### src/rtl/pll_phase_stepper_pkg.sv
// Shared definitions for the PLL phase stepper: FSM encoding, reset counter
// select and parameter defaults.
package pll_phase_stepper_pkg;

    typedef enum logic [2:0] {
        ST_IDLE      = 3'd0,
        ST_LATCH     = 3'd1,
        ST_STEP      = 3'd2,
        ST_WAIT_LOW  = 3'd3,
        ST_WAIT_HIGH = 3'd4,
        ST_NEXT      = 3'd5,
        ST_FINISH    = 3'd6
    } state_t;

    localparam logic [2:0] INIT_COUNTER         = 3'b110;
    localparam int         DEF_STEP_HIGH_CYCLES = 2;
    localparam int         DEF_TIMEOUT_CYCLES   = 255;

    // Compare in 9 bits so that a count of 255 never wraps into a false match.
    function automatic logic is_last_step(input logic [7:0] steps_done,
                                          input logic [7:0] periods);
        return ({1'b0, steps_done} + 9'd1) == {1'b0, periods};
    endfunction

endpackage

### src/rtl/phasedone_sync.sv
// Two-flop synchronizer for a PLL phasedone line; idles high like phasedone.
module phasedone_sync (
    input  logic i_clk,
    input  logic i_rst_n,
    input  logic i_async,
    output logic o_sync
);

    logic r_meta;
    logic r_sync;

    always_ff @(negedge i_clk or negedge i_rst_n) begin
        if (!i_rst_n) begin
            r_meta <= 1'b1;
            r_sync <= 1'b1;
        end else begin
            r_meta <= i_async;
            r_sync <= r_meta;
        end
    end

    assign o_sync = r_sync;

endmodule

### src/rtl/pll_phase_stepper.sv
// Issues a burst of phasestep pulses to one of two PLLs, handshaking each step
// on the PLL's phasedone, with per-wait timeout abort. All logic on negedge.
module pll_phase_stepper
    import pll_phase_stepper_pkg::*;
#(
    parameter int STEP_HIGH_CYCLES = DEF_STEP_HIGH_CYCLES,
    parameter int TIMEOUT_CYCLES   = DEF_TIMEOUT_CYCLES
) (
    input  logic       i_clk,
    input  logic       i_rst_n,
    input  logic       i_shift_ready,
    input  logic [7:0] i_periods_to_process,
    input  logic [2:0] i_phasecounterselect_1,
    input  logic [2:0] i_phasecounterselect_2,
    input  logic       i_pll_to_update,
    input  logic       i_phaseupdown,
    input  logic       i_phasedone_1,
    input  logic       i_phasedone_2,
    output logic       o_phasestep_1,
    output logic       o_phasestep_2,
    output logic [2:0] o_phasecounterselect_1,
    output logic [2:0] o_phasecounterselect_2,
    output logic       o_phaseupdown,
    output logic       o_busy,
    output logic       o_done,
    output logic       o_error,
    output logic [7:0] o_steps_done
);

    localparam logic [3:0]  STEP_LAST = 4'(STEP_HIGH_CYCLES - 1);
    localparam logic [15:0] TMO_LAST  = 16'(TIMEOUT_CYCLES - 1);

    state_t      r_state;
    state_t      w_state_next;

    logic        r_shift_prev;
    logic        r_armed;
    logic        w_start;

    logic        r_pll_sel;
    logic [7:0]  r_periods;
    logic [3:0]  r_step_cnt;
    logic [15:0] r_tmo_cnt;

    logic [1:0]  w_pd_async;
    logic [1:0]  w_pd_sync;
    logic        w_phasedone;

    logic        w_timeout;
    logic        w_sel_eff;
    logic        w_busy_next;
    logic        w_done_next;
    logic        w_step_1_next;
    logic        w_step_2_next;

    logic        r_phasestep_1;
    logic        r_phasestep_2;
    logic [2:0]  r_sel_1;
    logic [2:0]  r_sel_2;
    logic        r_updown;
    logic        r_busy;
    logic        r_done;
    logic        r_error;
    logic [7:0]  r_steps_done;

    assign w_pd_async = {i_phasedone_2, i_phasedone_1};

    generate
        for (genvar gi = 0; gi < 2; gi++) begin : g_pd_sync
            phasedone_sync u_sync (
                .i_clk   (i_clk),
                .i_rst_n (i_rst_n),
                .i_async (w_pd_async[gi]),
                .o_sync  (w_pd_sync[gi])
            );
        end
    endgenerate

    assign w_phasedone = r_pll_sel ? w_pd_sync[1] : w_pd_sync[0];

    // r_armed blocks a strobe that is already high when reset releases.
    assign w_start = i_shift_ready & ~r_shift_prev & r_armed;

    always_ff @(negedge i_clk or negedge i_rst_n) begin
        if (!i_rst_n) begin
            r_shift_prev <= 1'b0;
            r_armed      <= 1'b0;
        end else begin
            r_shift_prev <= i_shift_ready;
            r_armed      <= 1'b1;
        end
    end

    always_ff @(negedge i_clk or negedge i_rst_n) begin
        if (!i_rst_n) begin
            r_state <= ST_IDLE;
        end else begin
            r_state <= w_state_next;
        end
    end

    always_comb begin
        w_state_next = r_state;
        w_timeout    = 1'b0;
        case (r_state)
            ST_IDLE: begin
                if (w_start) begin
                    w_state_next = ST_LATCH;
                end
            end
            ST_LATCH: begin
                w_state_next = (i_periods_to_process == 8'd0) ? ST_FINISH : ST_STEP;
            end
            ST_STEP: begin
                if (r_step_cnt == STEP_LAST) begin
                    w_state_next = ST_WAIT_LOW;
                end
            end
            ST_WAIT_LOW: begin
                if (!w_phasedone) begin
                    w_state_next = ST_WAIT_HIGH;
                end else if (r_tmo_cnt == TMO_LAST) begin
                    w_state_next = ST_IDLE;
                    w_timeout    = 1'b1;
                end
            end
            ST_WAIT_HIGH: begin
                if (w_phasedone) begin
                    w_state_next = ST_NEXT;
                end else if (r_tmo_cnt == TMO_LAST) begin
                    w_state_next = ST_IDLE;
                    w_timeout    = 1'b1;
                end
            end
            ST_NEXT: begin
                w_state_next = is_last_step(r_steps_done, r_periods) ? ST_FINISH : ST_STEP;
            end
            ST_FINISH: begin
                w_state_next = ST_IDLE;
            end
            default: begin
                w_state_next = ST_IDLE;
            end
        endcase
    end

    // Outputs are registered from the next state; in LATCH the PLL select is
    // still being captured, so the live input decides which phasestep fires.
    always_comb begin
        w_sel_eff     = (r_state == ST_LATCH) ? i_pll_to_update : r_pll_sel;
        w_busy_next   = (w_state_next != ST_IDLE);
        w_done_next   = (w_state_next == ST_FINISH);
        w_step_1_next = (w_state_next == ST_STEP) && !w_sel_eff;
        w_step_2_next = (w_state_next == ST_STEP) &&  w_sel_eff;
    end

    always_ff @(negedge i_clk or negedge i_rst_n) begin
        if (!i_rst_n) begin
            r_phasestep_1 <= 1'b0;
            r_phasestep_2 <= 1'b0;
            r_busy        <= 1'b0;
            r_done        <= 1'b0;
            r_error       <= 1'b0;
            r_steps_done  <= 8'd0;
            r_sel_1       <= INIT_COUNTER;
            r_sel_2       <= INIT_COUNTER;
            r_updown      <= 1'b0;
            r_pll_sel     <= 1'b0;
            r_periods     <= 8'd0;
            r_step_cnt    <= 4'd0;
            r_tmo_cnt     <= 16'd0;
        end else begin
            r_phasestep_1 <= w_step_1_next;
            r_phasestep_2 <= w_step_2_next;
            r_busy        <= w_busy_next;
            r_done        <= w_done_next;

            if (r_state == ST_LATCH) begin
                r_periods    <= i_periods_to_process;
                r_pll_sel    <= i_pll_to_update;
                r_sel_1      <= i_phasecounterselect_1;
                r_sel_2      <= i_phasecounterselect_2;
                r_updown     <= i_phaseupdown;
                r_steps_done <= 8'd0;
                r_error      <= 1'b0;
            end else if (r_state == ST_NEXT) begin
                r_steps_done <= r_steps_done + 8'd1;
            end

            if (w_timeout) begin
                r_error <= 1'b1;
            end

            if (r_state == ST_STEP && w_state_next == ST_STEP) begin
                r_step_cnt <= r_step_cnt + 4'd1;
            end else begin
                r_step_cnt <= 4'd0;
            end

            // Restarts on every state change, so each wait state gets a full budget.
            if (w_state_next != r_state) begin
                r_tmo_cnt <= 16'd0;
            end else if (r_state == ST_WAIT_LOW || r_state == ST_WAIT_HIGH) begin
                r_tmo_cnt <= r_tmo_cnt + 16'd1;
            end
        end
    end

    assign o_phasestep_1          = r_phasestep_1;
    assign o_phasestep_2          = r_phasestep_2;
    assign o_phasecounterselect_1 = r_sel_1;
    assign o_phasecounterselect_2 = r_sel_2;
    assign o_phaseupdown          = r_updown;
    assign o_busy                 = r_busy;
    assign o_done                 = r_done;
    assign o_error                = r_error;
    assign o_steps_done           = r_steps_done;

endmodule

### config.mk
export PLATFORM = sky130hd
export DESIGN_NAME = pll_phase_stepper
export DESIGN_NICKNAME = d
export VERILOG_FILES = /design/src/rtl/pll_phase_stepper_pkg.sv /design/src/rtl/phasedone_sync.sv /design/src/rtl/pll_phase_stepper.sv
export SDC_FILE = /design/constraint.sdc
export NUM_CORES = 1
export LEC_CHECK = 0
export CAP_MARGIN = 40
export CORE_ASPECT_RATIO = 2
export CORE_UTILIZATION = 45
export DETAILED_ROUTE_END_ITERATION = 6
export DONT_BUFFER_PORTS = 1
export GPL_TIMING_DRIVEN = 1
export SYNTH_ARGS = -nofsm -noshare
export SYNTH_HDL_FRONTEND = slang
export SYNTH_SLANG_ARGS = --single-unit
### constraint.sdc
create_clock -name i_clk -period 3.2 [get_ports i_clk]
set_input_delay 0.16 -clock i_clk [delete_from_list [all_inputs] [get_ports i_clk]]
set_output_delay 0.16 -clock i_clk [all_outputs]
set_load 0.005 [all_outputs]
==> flow_summary.json, run 1 <==
{
  "top_layer_used": "met4",
  "drive_gt1_share_pct": 22.3,
  "critical_path.startpoint_type": "flip-flop",
  "dp_slack_ps": -6.16,
  "final.setup.worst_slack_ps": 341,
  "finalInstanceArea_sq_um": 3520,
  "r2r_start": "o_steps_done[2]",
  "ys_ff_latch": 58,
  "cts_resized": 0,
  "grt_first_pass_wirelength_mm": 11.3,
  "die-area_sq_um": 7180,
  "seq_area_frac_synth_pct": 47.6,
  "p_per_area_nw_per_um2": 806,
  "slowest_stage": "dfrtn_1",
  "cpLargestDelayFamily": "flip-flops",
  "worstMarginPinSlew_ps": 627,
  "criticalPathCategory": "reg -> out",
  "wl_met1_mm": 2.41,
  "place_congestion": 0.923,
  "final_core_util_pct": 53.2,
  "ant_nets": 0,
  "h-tree-depth": 3,
  "start_util_pct": 46.4,
  "dr_wl_met3_microns": 220,
  "stdcell_count": 407,
  "leakage_nw": 1.50,
  "postCtsSetupBuffers": 0,
  "track_usage_pct": 21.7,
  "clk_pin_slew_worst_paths_ps": 40,
  "n_antenna_cell": 0,
  "cp_data_arrival_time_ps": 2700,
  "postCtsHoldBufs": 0,
  "synthToLayoutAreaGrowth_pct": 14.6,
  "max_cap_viol_count": 0,
  "dp.cells": 384,
  "hp-class": "reg -> reg",
  "grt-ovfl-total": 0,
  "cp_cell_sequence": "buf_4",
  "cts_buffer_depth": 2,
  "synth_warnings": 0,
  "synth_cell_type_count": 57,
  "wl_per_cell_microns": 16.1,
  "ir_worst_vdd_v": 0.000628,
  "whs_path_depth": 0,
  "endpoint_kind": "output port",
  "core_area_sq_um": 6620,
  "die_y_microns": 119,
  "antenna_found_initial": 0,
  "cts-root-buf": "clkbuf_16",
  "worstPathMaxFanout": 7,
  "finalSetupViolCount": 0,
  "netlist_instances": 300,
  "cp_num_buf_inv": 1,
  "final_max_slew_viol_count": 0,
  "cts.sinks": 58,
  "maxSlewHeadroom_pct": 58.2,
  "min_from": "g_pd_sync[0].u_sync.r_meta",
  "max_stage_delay_ps": 560,
  "place_area_sq_um": 3170,
  "cts_tree": "yes",
  "synth_fp_nets": 326,
  "io_pins": 41,
  "die_x_microns": 60.4,
  "rr_endpoint": "r_tmo_cnt[1]",
  "dr_wl_met2_mm": 3.76,
  "rsz0062_at_grt": "no",
  "grt_max_degree": 59,
  "finalHoldViolCount": 0,
  "fin_skew_ps": 58.0,
  "outcome": "complete, no violations",
  "cts_buffers": 9,
  "num_rows": 42,
  "numPortBuffers": 0,
  "crit_required_ps": 3040,
  "reg2reg_slack_ps": 580,
  "syn_area_sq_um": 3070,
  "grt_pass1_vias": 2341,
  "drt_pre_antenna_iters": 4,
  "postSynthAreaPerCell_sq_um": 10.2,
  "rr_worst_depth": 7,
  "vias": 2162,
  "whs_endpoint": "g_pd_sync[0].u_sync.o_sync",
  "drc": 0,
  "first_iter_violations": 62,
  "routed_wl_mm": 6.53,
  "insertion_delay_ps": 390,
  "fin_nets": 340,
  "vias_per_cell": 5.31,
  "dpl.hpwl_mm": 4.87
}
==> stage by stage <==
step | hold WS, ps | total power [mW] | TNS (ps)
floorplan | 345 | 1.66 | 0
global placement | 347 | 1.82 | -1650
detailed placement | 348 | 1.85 | -6.16
CTS | 353 | 2.87 | 0
global route | 345 | 3.02 | 0
finish | 353 | 2.84 | 0
==> cells in the mapped netlist (all sizes together) <==
master / instances / area (sq um)
a2111oi: 2 / 55.1
a211oi: 1 / 12.5
a21boi: 1 / 7.51
a21o: 4 / 31.3
a21oi: 11 / 58.8
a22oi: 1 / 7.51
a311oi: 1 / 26.3
a31oi: 2 / 18.8
a32o: 1 / 10.0
and3: 4 / 25.0
and3b: 1 / 8.76
and4: 2 / 20.0
and4b: 1 / 10.0
buf: 7 / 52.5
clkbuf: 4 / 15.0
conb: 1 / 3.75
dfrtn: 50 / 1250
dfstp: 8 / 210
ha: 5 / 62.6
inv: 13 / 48.8
mux2: 16 / 180
mux2i: 1 / 22.5
nand2: 40 / 150
nand2b: 3 / 18.8
nand3: 10 / 55.1
nand3b: 2 / 15.0
nand4: 6 / 37.5
nor2: 32 / 148
nor2b: 2 / 12.5
nor3: 8 / 40.0
nor3b: 3 / 22.5
nor4: 4 / 31.3
nor4b: 1 / 15.0
o2111ai: 1 / 8.76
o211ai: 1 / 7.51
o21ai: 14 / 70.1
o221ai: 1 / 8.76
o22ai: 1 / 6.26
o2bb2ai: 1 / 8.76
o31ai: 4 / 30.0
or2: 1 / 8.76
or3: 3 / 18.8
or3b: 2 / 17.5
xnor2: 14 / 123
xor2: 9 / 78.8
==> cell families (layout without fill, tap and decap cells) <==
| group | after synthesis | count (layout) | share of synthesized area (%) |
|---|---|---|---|
| simple gates | 125 | 125 | 21.3 |
| mux | 17 | 17 | 6.60 |
| other cells | 1 | 1 | 0.122 |
| fa+ha+maj | 5 | 5 | 2.04 |
| flops | 58 | 58 | 47.6 |
| compound gates | 47 | 47 | 12.0 |
| buf+inv | 24 | 43 | 3.79 |
| xor+xnor | 23 | 23 | 6.56 |
==> state kept, by name, summed over array words and instances (netlist names), 2 cells and up <==
| name | cells |
|---|---|
| r_state | 3 |
| r_step_cnt | 4 |
| o_phasecounterselect_2 | 3 |
| r_tmo_cnt | 16 |
| g_pd_sync.u_sync.r_meta | 2 |
| o_steps_done | 8 |
| r_periods | 8 |
| g_pd_sync.u_sync.o_sync | 2 |
| o_phasecounterselect_1 | 3 |
==> per-layer routing <==
metal	GRT usage [%]	up-vias
li1	-	1071
met1	23.1	1042
met4	10.2	0
met2	38.3	40
met5	0	-
met3	4.99	9
==> how the worst max path moves through the flow <==
stage	cells past startpoint	from	end	slack (ps)
CTS	1	o_steps_done[3]	o_steps_done[3]	320
global route	6	i_periods_to_process[1]	r_tmo_cnt[1]	260
detailed placement	6	i_periods_to_process[1]	r_tmo_cnt[1]	-6
global placement	5	i_periods_to_process[1]	r_tmo_cnt[5]	-130
floorplan	6	i_periods_to_process[4]	r_tmo_cnt[10]	340
finish	1	o_steps_done[3]	o_steps_done[3]	340
==> cells in the final DEF, fill, tap and decap left out, types with 4 or more instances in the layout <==
master / Yosys / layout
nor2_2: 11 / 11
ha_1: 5 / 5
mux2_2: 15 / 15
o21ai_0: 13 / 13
buf_4: 2 / 6
o31ai_1: 4 / 4
nand3_1: 9 / 9
inv_1: 12 / 19
nor3_1: 8 / 8
clkbuf_16: 0 / 11
nand2_1: 40 / 40
xnor2_1: 14 / 14
and3_1: 4 / 4
a21oi_1: 10 / 10
nand4_1: 6 / 6
nor2_1: 21 / 21
dfstp_2: 8 / 8
dfrtn_1: 50 / 50
xor2_1: 9 / 9
==> cell type report <==
type                       count  area (sq um)
clock buffer                  12           289
tap                           88           110
sequential                    58          1460
clock inverter                12          65.1
timing repair buffer           7          56.3
fill                         625          3100
inverter                      12          45.0
multi-input combinational    218          1490
==> power breakdown <==
group | leakage, nW | internal, mW | switching (mW) | total (mW)
Clock | 0.202 | 0.659 | 0.371 | 1.03
Sequential | 0.745 | 0.933 | 0.166 | 1.10
Combinational | 0.557 | 0.322 | 0.386 | 0.709
Note: power is estimated with default switching activity, not from simulation.
==> run 2: changes to the inputs <==
==> constraint.sdc (replaced) <==
create_clock -name i_clk -period 3.4 [get_ports i_clk]
set_input_delay 0.17 -clock i_clk [delete_from_list [all_inputs] [get_ports i_clk]]
set_output_delay 0.17 -clock i_clk [all_outputs]
set_load 0.005 [all_outputs]
==> run 2 against run 1 <==
Effect of this change: worst setup slack gained 92 ps; sequential share of layout area grew 0.27 points; first-iteration DRC count shrank 13%; largest cell class unchanged.
==> flow_summary.json, run 2 (synthesized netlist as in run 1, its figures left out) <==
{
  "endpoint_kind": "flip-flop",
  "h-tree-depth": 3,
  "vias": 2248,
  "postCtsHoldBufs": 0,
  "p_clk_share_pct": 35.3,
  "cts.sinks": 58,
  "cts-root-buf": "clkbuf_16",
  "num_rows": 42,
  "slowest_stage": "nor4_1",
  "fin_nets": 339,
  "outcome": "complete, no violations",
  "dp.cells": 383,
  "leakage_nw": 1.49,
  "die-area_sq_um": 7180,
  "worstMarginPinSlew_ps": 556,
  "stdcell_count": 406,
  "cp_data_arrival_time_ps": 1460,
  "final_core_util_pct": 52.8,
  "grt_pass1_vias": 2352,
  "max_stage_delay_ps": 490,
  "clk_pin_slew_worst_paths_ps": 40,
  "finalSetupViolCount": 0,
  "max_cap_viol_count": 0,
  "power.total_mw": 2.65,
  "ir_worst_vdd_v": 0.000516,
  "hp-class": "reg -> reg",
  "reg2reg_slack_ps": 840,
  "switching_share_pct": 32.9,
  "seqPwrFrac_pct": 39.2,
  "critical_path.startpoint_type": "primary input",
  "finalInstanceArea_sq_um": 3500,
  "grt_first_pass_wirelength_mm": 11.3,
  "vias_per_cell": 5.54,
  "final_common_cell": "dfrtn_1",
  "worstPathMaxFanout": 5,
  "place_area_sq_um": 3170,
  "final_max_slew_viol_count": 0,
  "hold_slack_ps": 356,
  "cts_tree": "yes",
  "rsz0062_at_grt": "no",
  "place_congestion": 0.873,
  "final_cell_mix": "dfrtn_1 (50), nand2_1 (40), nor2_1 (21)",
  "p_per_area_nw_per_um2": 757,
  "top_register": "r_tmo_cnt",
  "fillers": 623,
  "p_int_mw": 1.78,
  "cp_cell_sequence": "nor4_1 -> a31oi_1 -> o21ai_1 -> buf_4 -> a31oi_2 -> and3_1",
  "numPortBuffers": 0,
  "core_area_sq_um": 6620,
  "criticalPathCategory": "in -> reg",
  "start_util_pct": 46.4,
  "track_usage_pct": 22.0,
  "setup_tns_ps": 0,
  "largest_reg_flops": 16,
  "antenna_found_initial": 0,
  "first_iter_violations": 54,
  "dpl.hpwl_mm": 5.00,
  "drive_gt1_share_pct": 21.7,
  "drc": 0,
  "finalHoldViolCount": 0,
  "drt_pre_antenna_iters": 4,
  "grt-ovfl-total": 0,
  "n_antenna_cell": 0,
  "final.setup.worst_slack_ps": 433,
  "insertion_delay_ps": 400,
  "wl_per_cell_microns": 16.8,
  "dp_slack_ps": 90.4,
  "synthToLayoutAreaGrowth_pct": 13.9,
  "grt_max_degree": 59,
  "p_sw_uw": 871,
  "routed_wl_mm": 6.81,
  "maxSlewHeadroom_pct": 62.5,
  "io_pins": 41,
  "ant_nets": 0,
  "die_x_microns": 60.4,
  "cts_buffers": 9,
  "pwr-share-comb_pct": 25.5,
  "die_y_microns": 119,
  "fin_skew_ps": 58.1,
  "cts_buffer_depth": 2,
  "crit_required_ps": 1890,
  "postCtsSetupBuffers": 0,
  "cts_resized": 0
}
## run 2: cell count changes in the layout (fill, tap and decap cells not counted)
| cell | delta |
|---|---|
| buf_8 | +1 |
| buf_4 | -1 |
| clkinv_4 | -2 |
| clkbuf_8 | -1 |
| inv_6 | -1 |
| clkinv_2 | +1 |
| inv_4 | +2 |
| clkinv_1 | +1 |
| buf_6 | -1 |
## run 2: final cells by class
cell class / instances / area, sq um / area share (%)
Timing Repair Buffer: 6 / 52.6 / 1.50
Sequential cell: 58 / 1460 / 41.8
Inverter: 12 / 45.0 / 1.29
Clock buffer: 11 / 275 / 7.87
Clock inverter: 13 / 60.1 / 1.72
Tap cell: 88 / 110 / 3.15
Multi-Input combinational cell: 218 / 1490 / 42.7
## run 2: per-layer routing
| metal | vias to the layer above | track usage [%] | wire (microns) |
|---|---|---|---|
| li1 | 1069 | - | - |
| met1 | 1098 | 22.7 | 2410 |
| met2 | 58 | 37.8 | 3850 |
| met3 | 23 | 6.51 | 288 |
| met4 | 0 | 11.9 | 257 |
| met5 | - | 0 | 0 |
## run 2: power groups by stage
| stage | logic, mW | clock network (mW) | registers (mW) |
|---|---|---|---|
| detailed placement | 0.678 | 0.0163 | 1.05 |
| global placement | 0.653 | 0.0163 | 1.05 |
| CTS | 0.679 | 0.961 | 1.04 |
| global route | 0.747 | 0.998 | 1.06 |
| floorplan | 0.559 | 0.0163 | 0.984 |
| finish | 0.674 | 0.935 | 1.04 |
## run 2: worst max-delay path: cells and delay by family
family / cells / cell delay [ps]
buffers and inverters: 1 / 170
AO/OA/AOI/OAI: 3 / 410
AND/OR/NAND/NOR: 2 / 700
## run 2: worst paths after layout
check,start,to,depth (start not counted)
setup / recovery,i_periods_to_process[1],o_phasestep_1,6
hold / removal,g_pd_sync[0].u_sync.r_meta,g_pd_sync[0].u_sync.o_sync,0
setup reg to reg,o_steps_done[2],r_tmo_cnt[4],7
hold reg to reg,g_pd_sync[0].u_sync.r_meta,g_pd_sync[0].u_sync.o_sync,0
max in group asynchronous,i_rst_n,g_pd_sync[1].u_sync.o_sync,0
min in group asynchronous,i_rst_n,r_tmo_cnt[7],0
